==> src/rtl/uart_pkg.sv <==
// Shared types and constants for the UART receive path.
//   rx_state_t                : receive controller FSM states
//   UART_CLKS_PER_BIT_DEFAULT : 50 MHz / 115200 baud
package uart_pkg;

   typedef enum logic [2:0] {
      IDLE,
      START,
      DATA,
      STOP,
      BREAK
   } rx_state_t;

   localparam int unsigned UART_CLKS_PER_BIT_DEFAULT = 434;

endpackage

==> src/rtl/sync_2ff.sv <==
// Two-flop synchroniser for a single asynchronous input, resetting to 1.
//   clk : system clock
//   rst : synchronous, active-low reset
//   d   : asynchronous input
//   q   : synchronised output (second flop)
module sync_2ff (
   input  logic clk,
   input  logic rst,
   input  logic d,
   output logic q
);

   logic meta_q;

   always_ff @(posedge clk) begin
      if (!rst) begin
         meta_q <= 1'b1;
         q      <= 1'b1;
      end else begin
         meta_q <= d;
         q      <= meta_q;
      end
   end

endmodule

==> src/rtl/uart_rx_ctrl.sv <==
// UART receive controller: synchronises the serial line, qualifies start bits, times each
// bit to its midpoint and strobes the downstream shift register once per data bit.
//   clk       : system clock
//   rst       : synchronous, active-low reset
//   uart_rx   : raw asynchronous serial line (idles high)
//   rx_bit    : synchronised line value for the shift register
//   load      : one-cycle strobe to capture rx_bit into bit bit_index
//   bit_index : current data bit, LSB first (0 outside DATA)
//   rx_done   : one-cycle pulse, frame with valid stop bit received
//   frame_err : one-cycle pulse, stop bit sampled low
//   busy      : controller is not idle
module uart_rx_ctrl
   import uart_pkg::*;
#(
   parameter int unsigned CLKS_PER_BIT = UART_CLKS_PER_BIT_DEFAULT
) (
   input  logic       clk,
   input  logic       rst,
   input  logic       uart_rx,
   output logic       rx_bit,
   output logic       load,
   output logic [2:0] bit_index,
   output logic       rx_done,
   output logic       frame_err,
   output logic       busy
);

   localparam int unsigned CW = $clog2(CLKS_PER_BIT);
   localparam logic [CW-1:0] HALF_M1 = CW'(CLKS_PER_BIT / 2 - 1);
   localparam logic [CW-1:0] FULL_M1 = CW'(CLKS_PER_BIT - 1);

   rx_state_t     state_q, state_d;
   logic [CW-1:0] cnt_q, cnt_d;
   logic [2:0]    idx_q, idx_d;

   sync_2ff u_sync (
      .clk (clk),
      .rst (rst),
      .d   (uart_rx),
      .q   (rx_bit)
   );

   always_ff @(posedge clk) begin
      if (!rst) begin
         state_q <= IDLE;
         cnt_q   <= '0;
         idx_q   <= '0;
      end else begin
         state_q <= state_d;
         cnt_q   <= cnt_d;
         idx_q   <= idx_d;
      end
   end

   // Strobes are decoded from registered state and the synchronised line only, so there
   // is no combinational path from uart_rx to any output.
   always_comb begin
      state_d   = state_q;
      cnt_d     = cnt_q + CW'(1);
      idx_d     = idx_q;
      load      = 1'b0;
      rx_done   = 1'b0;
      frame_err = 1'b0;
      unique case (state_q)
         IDLE: begin
            cnt_d = '0;
            if (!rx_bit) state_d = START;
         end
         START: begin
            // Half-bit re-check rejects glitches and aligns later samples to mid-bit.
            if (cnt_q == HALF_M1) begin
               cnt_d = '0;
               if (!rx_bit) begin
                  state_d = DATA;
                  idx_d   = '0;
               end else begin
                  state_d = IDLE;
               end
            end
         end
         DATA: begin
            if (cnt_q == FULL_M1) begin
               load  = 1'b1;
               cnt_d = '0;
               if (idx_q == 3'd7) state_d = STOP;
               else               idx_d   = idx_q + 3'd1;
            end
         end
         STOP: begin
            if (cnt_q == FULL_M1) begin
               cnt_d = '0;
               if (rx_bit) begin
                  rx_done = 1'b1;
                  state_d = IDLE;
               end else begin
                  frame_err = 1'b1;
                  state_d   = BREAK;
               end
            end
         end
         BREAK: begin
            // Held-low line must return high before a new start can be detected.
            cnt_d = '0;
            if (rx_bit) state_d = IDLE;
         end
         default: begin
            state_d = IDLE;
            cnt_d   = '0;
         end
      endcase
   end

   assign busy      = (state_q != IDLE);
   assign bit_index = (state_q == DATA) ? idx_q : 3'd0;

endmodule

==> config.mk <==
export PLATFORM = sky130hd
export DESIGN_NAME = uart_rx_ctrl
export DESIGN_NICKNAME = d
export VERILOG_FILES = /design/src/rtl/uart_pkg.sv /design/src/rtl/sync_2ff.sv /design/src/rtl/uart_rx_ctrl.sv
export SDC_FILE = /design/constraint.sdc
export NUM_CORES = 1
export LEC_CHECK = 0
export CAP_MARGIN = 20
export CORE_MARGIN = 5
export CORE_UTILIZATION = 37
export CTS_CLUSTER_SIZE = 10
export DETAILED_ROUTE_END_ITERATION = 8
export PLACE_DENSITY = 0.64
export SETUP_SLACK_MARGIN = 0.5
export SKIP_LAST_GASP = 1
export SLEW_MARGIN = 10
export SYNTH_ARGS = -nofsm -noshare
export SYNTH_HDL_FRONTEND = slang
export SYNTH_HIERARCHICAL = 1
export SYNTH_SLANG_ARGS = --single-unit
export TNS_END_PERCENT = 5
==> constraint.sdc <==
create_clock -name clk -period 4.73 [get_ports clk]
set_clock_uncertainty 0.1 [all_clocks]
set_input_delay 0.946 -clock clk [delete_from_list [all_inputs] [get_ports clk]]
set_output_delay 0.946 -clock clk [all_outputs]
set_load 0.05 [all_outputs]
==> summary.txt <==
STA
  – Final setup margin: ~1400 ps
  – Final setup violation count: 0
  – Smallest hold slack: 328 ps
  – Fmax: between 0.2 and 0.3 GHz
  – Final Hold Fails: 0
  – Final cycle utilization of the critical path: slightly above 70%
  – Final Max Slew Viols: 0
  – Actual slew at the worst max-slew pin: 501 ps
  – RSZ-0062 raised after global routing: false
  – Max transition margin: 66.5%
  – Clock period minus worst slack: between 3000 and 4000 ps
  – TNS Setup: 0 ps

Cells and area
  – Fillcell total: 250
  – # nets final: 126
  – Area Overhead vs Synth: 14.6%
  – # diodes: 0
  – Layout cell share with drive strength beyond 1: 8.55%
  – Fin cells: 147

Place
  – Dpl ws: roughly 1800 ps
  – Dpl cells: 143
  – Number of port buffers: 10
  – GPL Wtd Cong: about 0.8
  – Detail Placement HPWL: 1290 µm

Worst setup path
  – R2r startpoint: state_q[1]
  – Worst R2R Setup Slack: 2800 ps
  – Setup CP Type: flip-flop to output port
  – R2R Path End: idx_q[0]
  – Critical Path Max Stage Delay: 830 ps
  – Critical path data arrival time: between 2000 and 2500 ps
  – Worst setup EP type: output port
  – Critical-path cell list: inv_1, nor2_1, nand2_1, nor3_1, clkdlybuf4s50_1
  – Critical path peak fanout: 12
  – R2R depth: 5
  – Startpoint Class: flip-flop
  – Req. time, crit path: 3680 ps
  – Slowest-stage cell, CP: clkdlybuf4s50_1

Min path
  – Hold path startpoint: u_sync/meta_q
  – Worst Hold Class: flip-flop to flip-flop
  – Hold Path Depth: 1
  – WHS Endpoint: u_sync/q

Synthesis
  – Post-synth cell types: 32
  – Mapped Area: 941 µm²
  – Post-synthesis sequential area ratio: 36.2%
  – Async S/R FF share, synth: 0%
  – EDFF count, synth: 0
  – Mean area per synthesized cell: 8.88 µm²
  – Syn Nets: 114
  – Yosys warns: 6
  – Main synth FF type: dfxtp_1
  – Biggest area consumer among synthesized cells: dfxtp_1
  – Total of flip-flops plus latches after synthesis: 17
  – Top post-synthesis cells by area: dfxtp_1 36%, nor2_1 7.6%, ha_1 6.6%
  – Synth top area share: around 36%
  – Cell count after synthesis: roughly 110

Routing
  – Wire per inst: 11.8 µm
  – Met3 routed WL: roughly 80 µm
  – Drt initial violations: 16
  – DR vias: about 750
  – Routed wire length: 1730 µm
  – DR pass1 iterations: 4
  – Met2 wire len: 752 µm
  – Drt via density: just over 5
  – Uppermost layer routed: met4
  – DRC Markers: 0
  – Met1 WL: 858 µm
  – Routed Antenna Nets: 0

CTS
  – Worst-path clk slew: 100 ps
  – Hold Buf Count CTS: 0
  – Clock buffer depth: 2
  – CTS tree: done
  – Htree depth: 1
  – Clock Latency Late Sink: 290 ps
  – CTS Buf Count: 3
  – Root Driver: clkbuf_4
  – Resized Gates After CTS: 0
  – Clock Sinks: 17
  – Setup Buffers After CTS: 0

Floorplan
  – Io pins: 11
  – Num rows: 18
  – Die W: 60.4 µm
  – DIE AREA: 3650 µm²
  – Std-Cell Core Area: 2450 µm²
  – Initial core utilization: 38.3%
  – Die height: ~60 µm

Global routing
  – Grt ovf: 0
  – Initial antenna violation count: 0
  – First-pass GRT wire length: 3210 µm
  – Vias in the first global route: just under 800
  – Largest net degree at the start of global routing: 13
  – Total GRT Usage: between 10% and 20%

Power
  – Pwr per Cell Area: roughly 230 nW/µm²
  – Leak Pwr: 0.402 nW
  – Peak supply drop: about 0.17 mV

Job
  – Max-cap viol count: 0

Outcome
  – Status: finished, final reports clean
placed cells by master, fill, tap and decap left out, types with 2 or more instances in the layout:
master	instances
nor2b_1	2
nand3_1	4
ha_1	5
mux2i_1	4
xor2_1	2
inv_1	7
dfxtp_1	17
nand2_1	9
clkdlybuf4s50_1	10
nor3_1	2
nor2_1	19
and3_1	5
nand2b_1	2
clkbuf_4	3
nand4_1	3
o31ai_2	2
xnor2_1	5
routing by layer:
metal  vias to the layer above  GRT usage (%)
li1                        387              -
met1                       344           15.3
met2                        13           17.0
met3                         4           2.77
met4                         0           8.05
met5                         -              0
flip-flops by register name (all words and copies together) (netlist names):
signal         cells
state_q            3
cnt_q              9
idx_q              3
u_sync/meta_q      1
u_sync/q           1
worst max-delay path: cells and delay by family (launching register included):
kind	cells	cell delay, ps
buf+inv	2	1030
flops	1	550
simple gates	3	400
synthesized netlist by cell type, types with 2 or more instances:
cell type	instances
nand3_1	4
mux2i_1	4
nand4_1	3
inv_1	7
nor2b_1	2
ha_1	5
nand2_1	9
nor2_1	19
xnor2_1	5
xor2_1	2
buf_4	2
and3_1	5
nand2b_1	2
o31ai_2	2
dfxtp_1	17
nor3_1	2
through the flow:
| step | area (µm²) | power [mW] | util, % |
|---|---|---|---|
| 6_report | 1080 | 0.243 | 43.9 |
| 5_1_grt | 1080 | 0.255 | 43.9 |
| 3_3_place_gp | 1050 | 0.167 | 42.9 |
| 4_1_cts | 1080 | 0.248 | 43.9 |
| 2_1_floorplan | 941 | 0.163 | - |
| 3_5_place_dp | 1050 | 0.167 | 42.9 |
worst max-delay path by stage:
stage                     slack, ps   endpoint  startpoint  depth (start not counted)
after floorplan                1800    rx_done    u_sync/q                          2
after global placement         1780    rx_done  state_q[1]                          5
after detailed placement       1760  frame_err  state_q[1]                          5
after CTS                      1390  frame_err  state_q[1]                          5
after global routing           1220    rx_done  state_q[1]                          5
final                          1390  frame_err  state_q[1]                          5
power by group:
group	internal (mW)	total (mW)	switching (mW)
clock	0.0328	0.0799	0.0471
combinational	0.00693	0.0169	0.00993
sequential	0.144	0.147	0.00204
total	0.184	0.243	0.0590
area by class of cell:
class / count / area, µm² / area share (%)
Clock buffer: 4 / 26.3 / 2.44
Inverter: 7 / 26.3 / 2.44
Multi-Input combinational cell: 79 / 548 / 50.8
Sequential cell: 17 / 340 / 31.6
Tap cell: 30 / 37.5 / 3.48
Timing Repair Buffer: 10 / 100 / 9.28
logic make-up (layout without fill, tap and decap cells):
kind of cell    Yosys count  after routing  synth area share [%]
simple gates             53             53                  29.1
compound gates           10             10                  11.7
buf+inv                  10             21                  5.59
fa+ha+maj                 5              5                  6.65
mux                       4              4                  4.26
flops                    17             17                  36.2
xor+xnor                  7              7                  6.52
No activity file was read; power rests on OpenSTA's default activity.
